[config.mk]
export PLATFORM = sky130hd
export DESIGN_NAME = ps2_tx
export DESIGN_NICKNAME = d
export VERILOG_FILES = /design/src/rtl/ps2_pkg.sv /design/src/rtl/ps2_clk_filter.sv /design/src/rtl/ps2_tx.sv
export SDC_FILE = /design/constraint.sdc
export NUM_CORES = 1
export LEC_CHECK = 0
export ABC_AREA = 1
export BUFFER_PORTS_ARGS = -buffer_cell sky130_fd_sc_hd__buf_2
export CAP_MARGIN = 40
export CORE_AREA = 2 2 56 111
export CTS_CLUSTER_DIAMETER = 30
export DETAILED_ROUTE_END_ITERATION = 10
export DIE_AREA = 0 0 58 113
export SYNTH_ARGS = -nofsm -noshare
export SYNTH_HDL_FRONTEND = slang
export SYNTH_SLANG_ARGS = --single-unit
[constraint.sdc]
create_clock -name clk -period 2.4 [get_ports clk]
set_input_delay 0.6 -clock clk [delete_from_list [all_inputs] [get_ports clk]]
set_output_delay 0.6 -clock clk [all_outputs]
set_load 0.01 [all_outputs]
[src/rtl/ps2_pkg.sv]
// PS/2 shared definitions: the transmitter state encoding, the default line
// timing constants and the odd-parity helper. Used by the host transmitter
// and the receiver path.
package ps2_pkg;

  typedef enum logic [2:0] {
    IDLE  = 3'd0,
    RTS   = 3'd1,
    START = 3'd2,
    DATA  = 3'd3,
    STOP  = 3'd4,
    ACK   = 3'd5,
    REL   = 3'd6
  } ps2_tx_state_t;

  // 100 us clock inhibit and 20 ms device-response watchdog at 50 MHz
  localparam int PS2_INHIBIT_CYCLES = 5000;
  localparam int PS2_TIMEOUT_CYCLES = 1000000;

  // PS/2 frames carry odd parity: the bit makes the total count of ones odd
  function automatic logic odd_parity(input logic [7:0] d);
    return ~^d;
  endfunction

endpackage

[src/rtl/ps2_clk_filter.sv]
// PS/2 clock deglitcher and falling-edge strobe. The filtered level only
// moves once eight consecutive samples agree; fall is a one-cycle strobe on
// a filtered 1->0 transition. The line idles high, so reset presets to 1.
module ps2_clk_filter (
  input  logic clk,
  input  logic rst_n,
  input  logic ps2c_in,
  output logic f_ps2c,
  output logic fall
);

  logic [7:0] shift_q;
  logic       f_next;

  // sample history and filtered level
  always_ff @(posedge clk or negedge rst_n) begin
    if (!rst_n) begin
      shift_q <= 8'hFF;
      f_ps2c  <= 1'b1;
    end else begin
      shift_q <= {ps2c_in, shift_q[7:1]};
      f_ps2c  <= f_next;
    end
  end

  // hold the filtered value unless the whole history agrees
  always_comb begin
    f_next = f_ps2c;
    if (shift_q == 8'hFF)
      f_next = 1'b1;
    else if (shift_q == 8'h00)
      f_next = 1'b0;
  end

  assign fall = f_ps2c & ~f_next;

endmodule

[src/rtl/ps2_tx.sv]
// PS/2 host-to-device transmitter. Inhibits the clock, issues the start bit,
// shifts 8 data bits LSB first plus odd parity on device clock falls, sends
// the stop bit, samples the device ACK and waits for the bus to go idle.
// Optional build macro PS2_TX_TIMEOUT_EN adds a watchdog that aborts the
// transfer with tx_err=1 if the device stops clocking.
module ps2_tx
  import ps2_pkg::*;
#(
  parameter int INHIBIT_CYCLES = PS2_INHIBIT_CYCLES,
  parameter int TIMEOUT_CYCLES = PS2_TIMEOUT_CYCLES
) (
  input  logic       clk,
  input  logic       rst_n,
  input  logic       wr_ps2,
  input  logic [7:0] din,
  input  logic       ps2c_in,
  input  logic       ps2d_in,
  output logic       ps2c_oe,
  output logic       ps2d_oe,
  output logic       tx_idle,
  output logic       tx_done_tick,
  output logic       tx_err
);

  localparam int INH_W = $clog2(INHIBIT_CYCLES + 1);

  ps2_tx_state_t    state_q, state_d;
  logic [INH_W-1:0] cnt_q, cnt_d;
  logic [3:0]       nbit_q, nbit_d;
  logic [8:0]       bits_q, bits_d;
  logic             nack_q, nack_d;
  logic             c_oe_d, d_oe_d, idle_d, done_d, err_d;
  logic             f_ps2c, fall;
  logic             timeout_hit;

  ps2_clk_filter u_filter (
    .clk     (clk),
    .rst_n   (rst_n),
    .ps2c_in (ps2c_in),
    .f_ps2c  (f_ps2c),
    .fall    (fall)
  );

`ifdef PS2_TX_TIMEOUT_EN
  localparam int WD_W = $clog2(TIMEOUT_CYCLES + 1);
  logic [WD_W-1:0] wd_q, wd_d;

  // watchdog: restarts on every device clock fall while the device owns the clock
  always_comb begin
    wd_d = '0;
    if (state_q == START || state_q == DATA || state_q == STOP ||
        state_q == ACK || state_q == REL)
      wd_d = fall ? '0 : wd_q + 1'b1;
  end

  // watchdog register
  always_ff @(posedge clk or negedge rst_n) begin
    if (!rst_n) wd_q <= '0;
    else        wd_q <= wd_d;
  end

  assign timeout_hit = (wd_q == WD_W'(TIMEOUT_CYCLES));
`else
  assign timeout_hit = 1'b0;
`endif

  // next state, counters and next values of the registered outputs
  always_comb begin
    state_d = state_q;
    cnt_d   = cnt_q;
    nbit_d  = nbit_q;
    bits_d  = bits_q;
    nack_d  = nack_q;
    done_d  = 1'b0;
    err_d   = 1'b0;
    case (state_q)
      IDLE: begin
        if (wr_ps2) begin
          bits_d  = {odd_parity(din), din};
          cnt_d   = INH_W'(INHIBIT_CYCLES - 1);
          nack_d  = 1'b0;
          state_d = RTS;
        end
      end
      RTS: begin
        if (cnt_q == '0) state_d = START;
        else             cnt_d   = cnt_q - 1'b1;
      end
      START: begin
        if (fall) begin
          nbit_d  = 4'd8;
          state_d = DATA;
        end
      end
      DATA: begin
        if (fall) begin
          bits_d = {1'b0, bits_q[8:1]};
          if (nbit_q == 4'd0) state_d = STOP;
          else                nbit_d  = nbit_q - 1'b1;
        end
      end
      STOP: begin
        if (fall) state_d = ACK;
      end
      ACK: begin
        if (fall) begin
          nack_d  = ps2d_in;
          state_d = REL;
        end
      end
      REL: begin
        if (f_ps2c && ps2d_in) begin
          done_d  = 1'b1;
          err_d   = nack_q;
          state_d = IDLE;
        end
      end
      default: state_d = IDLE;
    endcase
    if (timeout_hit) begin
      done_d  = 1'b1;
      err_d   = 1'b1;
      state_d = IDLE;
    end
    // outputs follow the state being entered so they come straight from flops
    c_oe_d = (state_d == RTS);
    d_oe_d = (state_d == START) || ((state_d == DATA) && !bits_d[0]);
    idle_d = (state_d == IDLE);
  end

  // control state and registered line drivers
  always_ff @(posedge clk or negedge rst_n) begin
    if (!rst_n) begin
      state_q      <= IDLE;
      cnt_q        <= '0;
      nbit_q       <= '0;
      nack_q       <= 1'b0;
      ps2c_oe      <= 1'b0;
      ps2d_oe      <= 1'b0;
      tx_idle      <= 1'b1;
      tx_done_tick <= 1'b0;
      tx_err       <= 1'b0;
    end else begin
      state_q      <= state_d;
      cnt_q        <= cnt_d;
      nbit_q       <= nbit_d;
      nack_q       <= nack_d;
      ps2c_oe      <= c_oe_d;
      ps2d_oe      <= d_oe_d;
      tx_idle      <= idle_d;
      tx_done_tick <= done_d;
      tx_err       <= err_d;
    end
  end

  // frame shift register (data path, not reset)
  always_ff @(posedge clk) begin
    bits_q <= bits_d;
  end

endmodule

**After elaboration in Yosys (flattened, before gate mapping)**

Index checks and enable logic that the tools add are counted.

- Register bits after elaboration: 44
- Input port bits: 13
- Output and inout bits: 5
- Word-level logic and storage cells: 79

- $add $sub $neg: 2
- Equality and inequality tests: 16
- Multiplexer cells: 28
- Bitwise operators: 2
- Reduce and logical (&&, ||, !) cells: 18

Operators by type and width:

| operator | count |
|---|---|
| two-way mux 13 bit | 2 |
| one-hot mux 13 bit (2 select lines) | 1 |
| two-way mux 3 bit | 8 |
| one-hot mux 3 bit (7 select lines) | 1 |
| two-way mux 9 bit | 2 |
| one-hot mux 9 bit (2 select lines) | 1 |
| logical NOT 13 bit | 1 |
| subtractor 13 x 1 -> 13 bit (second input constant) | 1 |
| equality test 3 x 2 -> 1 bit (second input constant) | 4 |
| two-way mux 4 bit | 3 |
| inequality test 2 bit (second input constant) | 6 |
| equality test 3 bit (second input constant) | 3 |
| AND reduction 3 bit | 3 |
| equality test 8 bit (second input constant) | 1 |
| logical NOT 8 bit | 1 |
| two-way mux 1 bit | 8 |
| one-hot mux 4 bit (2 select lines) | 1 |
| nonzero test 2 bit | 4 |
| XNOR reduction 8 bit | 1 |
| equality test 3 x 1 -> 1 bit (second input constant) | 2 |
| logical NOT 3 bit | 2 |
| logical NOT 4 bit | 1 |
| AND reduction 4 bit | 1 |
| subtractor 4 x 1 -> 4 bit (second input constant) | 1 |
| other kinds (6) | 7 |

**Longest topological paths before layout**

- Word-level depth: 10
- Gate-level depth with buffers: 11
- Depth with buffers taken out: 11

**By module**

From an unflattened synthesis, not the netlist that was laid out.

- Cells, all modules: 273
- Area, all modules: 2279.7 µm²

Modules (own cells, without submodules):

| module | instances | cells an instance | area each (µm²) | sequential area each (µm²) |
|---|---|---|---|---|
| ps2_tx | 1 | 246 | 1973.1 | 912.1 |
| ps2_clk_filter | 1 | 27 | 306.5 | 236.5 |

**Worst setup path before layout**

OpenSTA, ideal clock, no wires.

- Kind: reg-to-reg
- Start point: register cnt_q[0]
- End point: register ps2d_oe
- Library setup time: 0.073 ns
- Arrival time: 1.469 ns
- Data required time: 2.327 ns
- Setup slack: 0.858 ns
- Stages on the path, launching flop included: 10
- Buffers on the path: 1
- Clock period less this slack: 1.542 ns
- Cell sequence: dfrtp_1 -> inv_1 -> ha_1 -> nand2_1 -> nor2_1 -> nand3_1 -> nand2_2 -> buf_6 -> nand4_4 -> a21oi_2

- Cells in the longest elaborated chain, start to end: 6
- Elaborated cells between the ends (all ways): 7
- Those cells by class: eq/ne: 2; mux: 2; reduce/logical: 3

Ends and longest elaborated chain:

| element | line | source |
|---|---|---|
| from (decl) | ps2_tx.sv:28 | `logic [INH_W-1:0] cnt_q, cnt_d;` |
| from (signal assigned) | ps2_tx.sv:145 | `cnt_q <= cnt_d;` |
| logical NOT 13 bit * | ps2_tx.sv:86 | `if (cnt_q == '0) state_d = START;` |
| two-way mux 3 bit * | ps2_tx.sv:86 |  |
| one-hot mux 3 bit (7 select lines) * | ps2_tx.sv:76 | `case (state_q)` |
| net state_d[0] | ps2_tx.sv:27 | `ps2_tx_state_t state_q, state_d;` |
| equality test 3 x 2 -> 1 bit | ps2_tx.sv:127 | `d_oe_d = (state_d == START) \|\| ((state_d == DATA) && !bits_d[0]);` |
| logical AND 1 bit | ps2_tx.sv:127 |  |
| logical OR 1 bit * | ps2_tx.sv:127 |  |
| net d_oe_d | ps2_tx.sv:32 | `logic c_oe_d, d_oe_d, idle_d, done_d, err_d;` |
| to (signal assigned) | ps2_tx.sv:149 | `ps2d_oe <= d_oe_d;` |
| to (decl) | ps2_tx.sv:19 | `output logic ps2d_oe,` |

Mark *: on every way through the listed nets, which the timed path passes. The rest lies on a longest branch.
A chain may end at the register's enable or synchronous reset.

**Final worst setup path**

- Start point: register cnt_q[0]
- End point: register cnt_q[11]

- Cells in the longest elaborated chain, start to end: 3
- Elaborated cells between the ends (all ways): 6
- Those cells by class: add/sub: 1; eq/ne: 1; mux: 2; reduce/logical: 2

Ends and longest elaborated chain:

| element | line |
|---|---|
| subtractor 13 x 1 -> 13 bit or logical NOT 13 bit (tied branches) | ps2_tx.sv:87, ps2_tx.sv:86 |
| two-way mux 13 bit or inequality test 2 bit (tied branches) | - |
| one-hot mux 13 bit (2 select lines) or AND reduction 3 bit (tied branches) | - |

Several ways; a longest one is shown, not always the timed one. The select of a mux whose other input is x is not followed.

==> results.cfg <==
[yosys]
yosys-top-cells-area = dfrtp_1, dfstp_2, nand2_1, edfxtp_1, nor2_1
syn_inst = 262
synth_compound_area_share_pct = 8.155
synth-adder-area-share_pct = 1.687
synth.distinct_cells = 36
netlist_area_sq_mm = 0.002225
yosysSeqAreaShare_pct = 51.63
yosys.area.top_type = dfrtp_1
syn_area_per_cell_sq_um = 8.491
async_flop_share_pct = 79.55
ys_seq_elements = 44
yosysWarnings = 0
ys.flop_type = dfrtp_1
synth-edff-count = 8
yosys.area_share.xor_xnor_pct = 4.331
synth_top_family_by_area = simple AND/OR/NAND/NOR gates
syn_nets = 278
yosysTopAreaCellShare_pct = 28.12
synth-simple-area-share_pct = 27.56
synth.area.mux_share_pct = 0

[cells_and_area]
filler_cell_count = 571
drive_above_1_share_pct = 17.96
final_common_cell = nand2_1
syn2layout_area_growth_pct = 12.60
postLayoutCoreUtil_pct = 44.25
fin_cells = 345
mostFrequentLayoutCells = nand2_1, nor2_1, inv_1
antenna_cells = 0
final_nets = 299

[sta]
fin_crit_sh_pct = 79.61
finalCriticalPeriod_ns = 1.911
tightest_slew_ns = 0.7979
drv_slew = 0
clock_skew_ns = 0.007126
fin_ws_ns = 0.4895
finalSetupViolations = 0
finalHoldViolCount = 0
setup_tns_ns = 0
timing.slew.headroom_pct = 46.81
fmax_mhz = 523.4
grt_setup_unrepaired = false

[power]
peakVddDrop_v = 0.0006062
power.leakage_nw = 1.130
pwr_density_cell_mw_per_mm2 = 908.1

[drt]
wl_per_cell_um = 13.49
vias = 1768
drtPass1Iterations = 4
via_per_inst = 5.125
wirelength_mm = 4.654
drc = 0
ant_nets = 0
first_iter_violations = 45

[grt]
grt_overflow = 0
busiest_layer = met2
grt_pass1_vias = 1804
grt_max_degree = 36
use_met3_pct = 3.086
antenna_found_initial = 0
grt_usage_pct = 16.04
met1_usage_pct = 17.71
grt_pass1_wl_mm = 7.997
gr-usage-met2_pct = 26.89

[worst_setup_path]
path_common_cell = nand2_1
worstPathArrival_ns = 2.09
r2r-end = cnt_q[11]
startpoint = cnt_q[0]
path_buf_inv = 1
r2r_cells = 11
cp_cell_sequence = inv_1 > ha_1 > nand2_1 > nor2_1 > nand3_1 > nand2_2 > nor2_1 > nand2_1 > nand2_1 > nand2_1 > nor2_1
cp.depth = 11
cp_data_required_time_ns = 2.58
worstSetupPathType = reg -> reg
worst_r2r_startpoint = cnt_q[0]
slowest_stage = dfrtp_1
start_kind = register
cp_max_fo = 14
path_delay_family = simple AND/OR/NAND/NOR gates
cpPeakStageDelay_ns = 0.39
reg2reg_slack_ns = 0.49
crit_path_end = cnt_q[11]
end_kind = register

[min_path]
min_path_type = reg -> reg

[cts]
cts_tree = built
cts_resized = 0
clk_latency_ns = 0.29
htreeDepth = 2
cts_sinks = 44
clk_path_buf_depth = 2
cts_setup_buffers = 0
root_buffer = clkbuf_16
cts_made_buffers = 5
path_clk_slew_ns = 0.06
hold_buffers = 0

[placement]
pre_cts_ws_ns = 0.4989
place_congestion = 0.7867
port-buffer-count = 17
hpwl_mm = 3.440
place_inst = 337

[floorplanning]
die_h_um = 113
coreArea_sq_mm = 0.005660
start_util_pct = 39.30
die_x_um = 58
die_area_sq_mm = 0.006554
ios = 18
fp-row-count = 39

[run_status]
status = finished, final reports clean

[run]
max_cap_viol_count = 0
==> metal layers <==
metal | vias to the layer above | wire length, um
li1 | 880 | -
met2 | 36 | 2433
met3 | 17 | 134
met1 | 835 | 1884
met4 | 0 | 201
met5 | - | 0
==> state kept, by name, indices dropped and copies added (netlist names) <==
name and flops:
u_filter.f_ps2c 1, bits_q 9, ps2d_oe 1, tx_idle 1
cnt_q 13, tx_err 1, nack_q 1, u_filter.shift_q 8
state_q 3, ps2c_oe 1, tx_done_tick 1, nbit_q 4
==> power by group <==
| part | internal (mW) | leakage, nW | total [mW] | switching (mW) |
|---|---|---|---|---|
| combinational | 0.211 | 0.560 | 0.574 | 0.364 |
| clock | 0.378 | 0.0710 | 0.658 | 0.280 |
| sequential | 0.932 | 0.499 | 1.04 | 0.109 |
==> cells in the mapped netlist (4+ instances only) <==
library cell,instances
o21ai_1,5
nand3_1,17
edfxtp_1,8
nand4_1,5
nor2_1,32
dfstp_2,10
nand2_1,65
xnor2_1,7
dfrtp_1,25
inv_1,30
xor2_1,4
o21ai_0,16
nand2_2,4
==> worst register-to-register path, cell delays in order, from the launching register on <==
cell and delay, ns:
dfrtp_1 0.39, inv_1 0.10, ha_1 0.26, nand2_1 0.15
nor2_1 0.15, nand3_1 0.14, nand2_2 0.29, nor2_1 0.10
nand2_1 0.10, nand2_1 0.05, nand2_1 0.05, nor2_1 0.03
==> worst min-delay path by stage <==
stage | to | cells after the start | slack [ns] | start
6_report | u_filter.shift_q[6] | 0 | 0.38 | u_filter.shift_q[7]
5_1_grt | u_filter.shift_q[6] | 0 | 0.38 | u_filter.shift_q[7]
4_1_cts | u_filter.shift_q[6] | 0 | 0.37 | u_filter.shift_q[7]
3_5_place_dp | u_filter.shift_q[0] | 0 | 0.36 | u_filter.shift_q[1]
3_3_place_gp | u_filter.shift_q[4] | 0 | 0.36 | u_filter.shift_q[5]
2_1_floorplan | cnt_q[0] | 0 | 0.30 | rst_n
==> layout make-up <==
type                    count  area [sq um]  share of cell area, %
flip-flops and latches     44          1149                  45.85
clock buffers               5         125.1                  4.995
clock inverters             3         13.76                 0.5495
repair buffers             18         92.59                  3.696
inverters                  32         120.1                  4.795
well taps                  61         76.32                  3.047
multi-input cells         182         928.4                  37.06
==> cell families (layout without fill, tap and decap cells) <==
kind of cell	count (synthesis)	count (layout)
buffers and inverters	36	58
DFF	44	44
adders and majority gates	3	3
AOI/OAI and AO/OA	32	32
xor gates and xnor gates	11	11
and+or+nand+nor	136	136
==> through the flow <==
stage / power, mW / hold WS, ns / area (sq um)
after CTS: 2.302 / 0.3742 / 2505
after floorplan: 1.477 / 0.3044 / 2225
after global routing: 2.422 / 0.3795 / 2505
final: 2.275 / 0.3750 / 2505
after global placement: 1.618 / 0.3613 / 2366
after detailed placement: 1.632 / 0.3643 / 2366
Note: power is estimated with default switching activity, not from simulation.
